[src/rtl/axi_mem_arbiter_pkg.sv]
// Shared types and constants for the two-master AXI4 memory arbiter.
package axi_mem_arbiter_pkg;

   typedef enum logic [1:0] {
      IDLE = 2'd0,
      RD   = 2'd1,
      WR   = 2'd2
   } state_e;

   typedef enum logic {
      OWN_IFU = 1'b0,
      OWN_LSU = 1'b1
   } owner_e;

   localparam logic [1:0] BURST_FIXED = 2'b00;
   localparam logic [1:0] RESP_OKAY   = 2'b00;

endpackage

[src/rtl/axi_arb_pick.sv]
// Combinational request-to-owner selection for axi_mem_arbiter.
// ARB_ROUND_ROBIN_EN switches read arbitration from fixed LSU priority to round-robin.
module axi_arb_pick
   import axi_mem_arbiter_pkg::*;
(
   input  logic   ifu_rd,
   input  logic   lsu_rd,
   input  logic   lsu_wr,
`ifdef ARB_ROUND_ROBIN_EN
   input  owner_e last_owner,
`endif
   output logic   req,
   output owner_e owner,
   output logic   write
);

   logic lsu_req;

   always_comb begin
      lsu_req = lsu_rd | lsu_wr;
      req     = ifu_rd | lsu_req;
`ifdef ARB_ROUND_ROBIN_EN
      // On a tie the master that did not own the port last time goes first.
      if (ifu_rd && lsu_req) begin
         owner = (last_owner == OWN_LSU) ? OWN_IFU : OWN_LSU;
      end else begin
         owner = lsu_req ? OWN_LSU : OWN_IFU;
      end
`else
      owner = lsu_req ? OWN_LSU : OWN_IFU;
`endif
      write = (owner == OWN_LSU) && !lsu_rd && lsu_wr;
   end

endmodule

[src/rtl/axi_mem_arbiter.sv]
// Two-master (IFU read-only, LSU read/write) to one-slave AXI4 transaction arbiter.
// Define ARB_ROUND_ROBIN_EN for round-robin read arbitration; default is fixed LSU priority.
module axi_mem_arbiter
   import axi_mem_arbiter_pkg::*;
#(
   parameter int ADDR_W = 32,
   parameter int DATA_W = 32,
   parameter int ID_W   = 4
) (
   input  logic                clock,
   input  logic                reset,
   input  logic                m0_arvalid,
   output logic                m0_arready,
   input  logic [ADDR_W-1:0]   m0_araddr,
   input  logic [ID_W-1:0]     m0_arid,
   input  logic [7:0]          m0_arlen,
   input  logic [2:0]          m0_arsize,
   input  logic [1:0]          m0_arburst,
   output logic                m0_rvalid,
   input  logic                m0_rready,
   output logic [DATA_W-1:0]   m0_rdata,
   output logic [1:0]          m0_rresp,
   output logic                m0_rlast,
   output logic [ID_W-1:0]     m0_rid,
   input  logic                m1_arvalid,
   output logic                m1_arready,
   input  logic [ADDR_W-1:0]   m1_araddr,
   input  logic [ID_W-1:0]     m1_arid,
   input  logic [7:0]          m1_arlen,
   input  logic [2:0]          m1_arsize,
   input  logic [1:0]          m1_arburst,
   output logic                m1_rvalid,
   input  logic                m1_rready,
   output logic [DATA_W-1:0]   m1_rdata,
   output logic [1:0]          m1_rresp,
   output logic                m1_rlast,
   output logic [ID_W-1:0]     m1_rid,
   input  logic                m1_awvalid,
   output logic                m1_awready,
   input  logic [ADDR_W-1:0]   m1_awaddr,
   input  logic [ID_W-1:0]     m1_awid,
   input  logic [7:0]          m1_awlen,
   input  logic [2:0]          m1_awsize,
   input  logic [1:0]          m1_awburst,
   input  logic                m1_wvalid,
   output logic                m1_wready,
   input  logic [DATA_W-1:0]   m1_wdata,
   input  logic [DATA_W/8-1:0] m1_wstrb,
   input  logic                m1_wlast,
   output logic                m1_bvalid,
   input  logic                m1_bready,
   output logic [1:0]          m1_bresp,
   output logic [ID_W-1:0]     m1_bid,
   output logic                s_arvalid,
   input  logic                s_arready,
   output logic [ADDR_W-1:0]   s_araddr,
   output logic [ID_W-1:0]     s_arid,
   output logic [7:0]          s_arlen,
   output logic [2:0]          s_arsize,
   output logic [1:0]          s_arburst,
   input  logic                s_rvalid,
   output logic                s_rready,
   input  logic [DATA_W-1:0]   s_rdata,
   input  logic [1:0]          s_rresp,
   input  logic                s_rlast,
   input  logic [ID_W-1:0]     s_rid,
   output logic                s_awvalid,
   input  logic                s_awready,
   output logic [ADDR_W-1:0]   s_awaddr,
   output logic [ID_W-1:0]     s_awid,
   output logic [7:0]          s_awlen,
   output logic [2:0]          s_awsize,
   output logic [1:0]          s_awburst,
   output logic                s_wvalid,
   input  logic                s_wready,
   output logic [DATA_W-1:0]   s_wdata,
   output logic [DATA_W/8-1:0] s_wstrb,
   output logic                s_wlast,
   input  logic                s_bvalid,
   output logic                s_bready,
   input  logic [1:0]          s_bresp,
   input  logic [ID_W-1:0]     s_bid,
   output logic [1:0]          grant
);

   state_e state;
   owner_e owner;
   owner_e pick_owner;
   logic   pick_req;
   logic   pick_write;
   logic   rd_ifu;
   logic   rd_lsu;
   logic   wr_lsu;
`ifdef ARB_ROUND_ROBIN_EN
   owner_e last_owner;
`endif

   axi_arb_pick u_pick (
      .ifu_rd     (m0_arvalid),
      .lsu_rd     (m1_arvalid),
      .lsu_wr     (m1_awvalid),
`ifdef ARB_ROUND_ROBIN_EN
      .last_owner (last_owner),
`endif
      .req        (pick_req),
      .owner      (pick_owner),
      .write      (pick_write)
   );

   // A transaction ends on the final R beat or the B handshake; IDLE is the bubble between owners.
   always_ff @(posedge clock or negedge reset) begin
      if (!reset) begin
         state      <= IDLE;
         owner      <= OWN_IFU;
         grant      <= 2'b00;
`ifdef ARB_ROUND_ROBIN_EN
         last_owner <= OWN_LSU;
`endif
      end else begin
         case (state)
            IDLE: begin
               if (pick_req) begin
                  state      <= pick_write ? WR : RD;
                  owner      <= pick_owner;
                  grant      <= (pick_owner == OWN_LSU) ? 2'b10 : 2'b01;
`ifdef ARB_ROUND_ROBIN_EN
                  last_owner <= pick_owner;
`endif
               end
            end
            RD: begin
               if (s_rvalid && s_rready && s_rlast) begin
                  state <= IDLE;
                  grant <= 2'b00;
               end
            end
            WR: begin
               if (s_bvalid && s_bready) begin
                  state <= IDLE;
                  grant <= 2'b00;
               end
            end
            default: begin
               state <= IDLE;
               grant <= 2'b00;
            end
         endcase
      end
   end

   assign rd_ifu = (state == RD) && (owner == OWN_IFU);
   assign rd_lsu = (state == RD) && (owner == OWN_LSU);
   assign wr_lsu = (state == WR);

   always_comb begin
      m0_arready = 1'b0;
      m0_rvalid  = 1'b0;
      m0_rdata   = '0;
      m0_rresp   = RESP_OKAY;
      m0_rlast   = 1'b0;
      m0_rid     = '0;
      m1_arready = 1'b0;
      m1_rvalid  = 1'b0;
      m1_rdata   = '0;
      m1_rresp   = RESP_OKAY;
      m1_rlast   = 1'b0;
      m1_rid     = '0;
      m1_awready = 1'b0;
      m1_wready  = 1'b0;
      m1_bvalid  = 1'b0;
      m1_bresp   = RESP_OKAY;
      m1_bid     = '0;
      s_arvalid  = 1'b0;
      s_araddr   = '0;
      s_arid     = '0;
      s_arlen    = '0;
      s_arsize   = '0;
      s_arburst  = BURST_FIXED;
      s_rready   = 1'b0;
      s_awvalid  = 1'b0;
      s_awaddr   = '0;
      s_awid     = '0;
      s_awlen    = '0;
      s_awsize   = '0;
      s_awburst  = BURST_FIXED;
      s_wvalid   = 1'b0;
      s_wdata    = '0;
      s_wstrb    = '0;
      s_wlast    = 1'b0;
      s_bready   = 1'b0;
      if (rd_ifu) begin
         s_arvalid  = m0_arvalid;
         s_araddr   = m0_araddr;
         s_arid     = m0_arid;
         s_arlen    = m0_arlen;
         s_arsize   = m0_arsize;
         s_arburst  = m0_arburst;
         m0_arready = s_arready;
         m0_rvalid  = s_rvalid;
         m0_rdata   = s_rdata;
         m0_rresp   = s_rresp;
         m0_rlast   = s_rlast;
         m0_rid     = s_rid;
         s_rready   = m0_rready;
      end
      if (rd_lsu) begin
         s_arvalid  = m1_arvalid;
         s_araddr   = m1_araddr;
         s_arid     = m1_arid;
         s_arlen    = m1_arlen;
         s_arsize   = m1_arsize;
         s_arburst  = m1_arburst;
         m1_arready = s_arready;
         m1_rvalid  = s_rvalid;
         m1_rdata   = s_rdata;
         m1_rresp   = s_rresp;
         m1_rlast   = s_rlast;
         m1_rid     = s_rid;
         s_rready   = m1_rready;
      end
      if (wr_lsu) begin
         s_awvalid  = m1_awvalid;
         s_awaddr   = m1_awaddr;
         s_awid     = m1_awid;
         s_awlen    = m1_awlen;
         s_awsize   = m1_awsize;
         s_awburst  = m1_awburst;
         m1_awready = s_awready;
         s_wvalid   = m1_wvalid;
         s_wdata    = m1_wdata;
         s_wstrb    = m1_wstrb;
         s_wlast    = m1_wlast;
         m1_wready  = s_wready;
         m1_bvalid  = s_bvalid;
         m1_bresp   = s_bresp;
         m1_bid     = s_bid;
         s_bready   = m1_bready;
      end
   end

endmodule

[config.mk]
export PLATFORM = sky130hd
export DESIGN_NAME = axi_mem_arbiter
export DESIGN_NICKNAME = d
export VERILOG_FILES = /design/src/rtl/axi_mem_arbiter_pkg.sv /design/src/rtl/axi_arb_pick.sv /design/src/rtl/axi_mem_arbiter.sv
export SDC_FILE = /design/constraint.sdc
export NUM_CORES = 1
export LEC_CHECK = 0
export ABC_AREA = 1
export CAP_MARGIN = 20
export CORE_AREA = 5 5 180 182
export CTS_CLUSTER_SIZE = 28
export DETAILED_ROUTE_END_ITERATION = 10
export DIE_AREA = 0 0 185 187
export PLACE_DENSITY = 0.42
export SETUP_SLACK_MARGIN = 0.15
export SLEW_MARGIN = 25
export SYNTH_ARGS = -nofsm -noshare
export SYNTH_HDL_FRONTEND = slang
export SYNTH_SLANG_ARGS = --single-unit
export TNS_END_PERCENT = 1
[constraint.sdc]
create_clock -name clock -period 1.5 [get_ports clock]
set_input_delay 0.15 -clock clock [delete_from_list [all_inputs] [get_ports clock]]
set_output_delay 0.15 -clock clock [all_outputs]
set_load 0.05 [all_outputs]
==> results_dict.tcl <==
set metrics [dict create \
    yosysSeqAreaShare_pct 5.07 \
    setup_viol 219 \
    violations "setup timing" \
    grt_pass1_wl_um 33800 \
    cts_tree "done" \
    fp.dieH_um 187 \
    worstSetupPathType "reg2out" \
    final_nets 1289 \
    synth_top_cell_area_share_pct 27.7 \
    p_leak_nw 5.12 \
    pwr_density_cell_nw_per_um2 1780 \
    hp-class "in2async" \
    final_layout_size_suffix_gt1_share_pct 52.6 \
    end_kind "output pin" \
    drv_slew 0 \
    clockPowerShare_pct 2.0 \
    final_common_cell "buf_12" \
    r2r_cells 8 \
    antenna_found_initial 1 \
    core_sq_um 30400 \
    p_int_mw 9.92 \
    clockBufferDepth 2 \
    fin_hold_ws_ns 0.141 \
    final_cell_area_sq_um 12000 \
    power_frac_comb_pct 96.7 \
    ioPinCount 476 \
    crit_start "state[0]" \
    seqPwrFrac_pct 1.2 \
    fp-row-count 64 \
    antenna_left 0 \
    clk_pin_slew_ns 0.03 \
    ys_warn_count 0 \
    fin_crit_ns 1.67 \
    syn_inst 552 \
    final_cell_mix "buf_12 (246), clkdlybuf4s50_1 (242), inv_1 (147), nor2_4 (118), nand3_1 (78)" \
    synth_area_per_cell_sq_um 4.47 \
    first_pass_iters 4 \
    via_count 5192 \
    cts.sinks 5 \
    setup_ws_ns -0.171 \
    synth_top_area_cell "nor2_1" \
    grt_pass1_vias 5388 \
    dpl.hpwl_um 20600 \
    endpoint "m1_rdata[27]" \
    n_antenna_cell 0 \
    ir_drop_mv 0.631 \
    htree_num_levels 1 \
    grt_max_degree 52 \
    io_buffers 475 \
    cts_made_buffers 3 \
    netlist_area_sq_um 2470 \
    worstPathMaxFanout 15 \
    synth.area.top_cells "nor2_1 (28%), inv_1 (22%), nand3_1 (20%)" \
    root_buffer "clkbuf_16" \
    drc 0 \
    grt_usage_pct 12.7 \
    r2r_start "owner" \
    routed_wl_um 24200 \
    synth.distinct_cells 17 \
    initial_core_util_pct 8.11 \
    maxSlewHeadroom_pct 76.4 \
    max_clock_freq_mhz 598 \
    areaGrowthSynthToFinish_pct 384 \
    min_period_over_period_pct 111 \
    cp-start-kind "flop" \
    die_x_um 185 \
    syn_nets 795 \
    viasPerCell 3.60 \
    clock_latency_ns 0.23 \
    die_area_sq_um 34600 \
    netSwitchingFraction_pct 53.5 \
    p_sw_mw 11.4 \
    cap_violations 0 \
    cp.arrival_ns 1.52 \
    yosys_register_bits 5 \
    gr-total-overflow 0 \
    drt-initial-drc-count 76 \
    place.gp.congestion 0.783 \
    reg2reg_slack_ns 0.12 \
    status "complete, but fails checks" \
    tns_ns -22.62 \
    r2r-end "grant[1]" \
    worstMarginPinSlew_ns 0.350 \
    place_area_sq_um 10500 \
    skew_ns 0.00114 \
    crit_required_ns 1.35 \
    wl_per_cell_um 16.8 \
    postLayoutCoreUtil_pct 39.3 \
    finalHoldViolations 0 \
    rsz0062_at_grt "true" \
    fin_total_pwr_mw 21.3 \
]
synth_stat cells (all sizes together):
master,instances
nand3,100
o31ai,1
nand2,65
inv,151
o22ai,2
nor2,182
nand4,1
a21oi,1
dfrtp,5
o21ai,4
buf,38
clkbuf,2
what timing repair did:
action                     4_1_cts  5_1_grt
setup endpoints to repair      233      234
cloned                           1        6
pin swaps                       18        9
resized for setup              192       92
setup buffers                    2       11
hold buffers                     0        0
sequential cells by signal (all words and copies together), names as in the netlist:
register,count
state,2
owner,1
grant,2
how the worst min path moves through the flow:
stage                from  cells past startpoint        to
CTS                 reset                      1  state[0]
global placement    reset                      1  grant[1]
floorplan           reset                      0  grant[0]
global route        reset                      1  state[1]
finish              reset                      1  state[1]
detailed placement  reset                      1  grant[0]
power groups by stage:
stage	clock network (mW)	logic (mW)	registers (mW)
2_1_floorplan	0	8.74	0.304
3_3_place_gp	0	18.3	0.254
3_5_place_dp	0	18.4	0.255
4_1_cts	0.442	19.5	0.255
5_1_grt	0.455	21.5	0.273
6_report	0.432	20.6	0.262
worst max-delay path, stage by stage (launching register included):
cell       delay, ns
dfrtp_1         0.41
nand2_4         0.13
clkinv_8        0.09
nand2_4         0.09
buf_12          0.18
clkbuf_16       0.18
nor2_4          0.04
buf_12          0.15
cell families (layout without fill, tap and decap cells):
group	Yosys count	after routing	share of synthesized area, %
AOI/OAI and AO/OA	8	8	1.82
DFF	5	5	5.07
and+or+nand+nor	348	348	58.7
buffers and inverters	191	684	34.4
cell type report:
| cell class | instances | area (sq um) |
|---|---|---|
| clock buffer | 4 | 78.8 |
| inverter | 151 | 589 |
| tap | 396 | 495 |
| fill | 3046 | 18500 |
| multi-input combinational | 356 | 2790 |
| timing repair buffer | 529 | 7870 |
| sequential | 5 | 126 |
metal layers:
metal	routed length, um	share of wire [%]	vias up	track usage (%)
met3	2870	12	14	5.60
li1	-	-	2581	-
met2	13700	57	269	25.6
met1	7430	31	2326	12.1
met4	163	0.67	2	0.875
met5	13	0.054	-	0
stage by stage:
step	instances	setup WS, ns
CTS	1424	-0.213
global route	1441	-0.239
global placement	1417	-0.0386
floorplan	552	-0.0787
detailed placement	1417	-0.0433
finish	1441	-0.171
No activity file was read; power rests on OpenSTA's default activity.
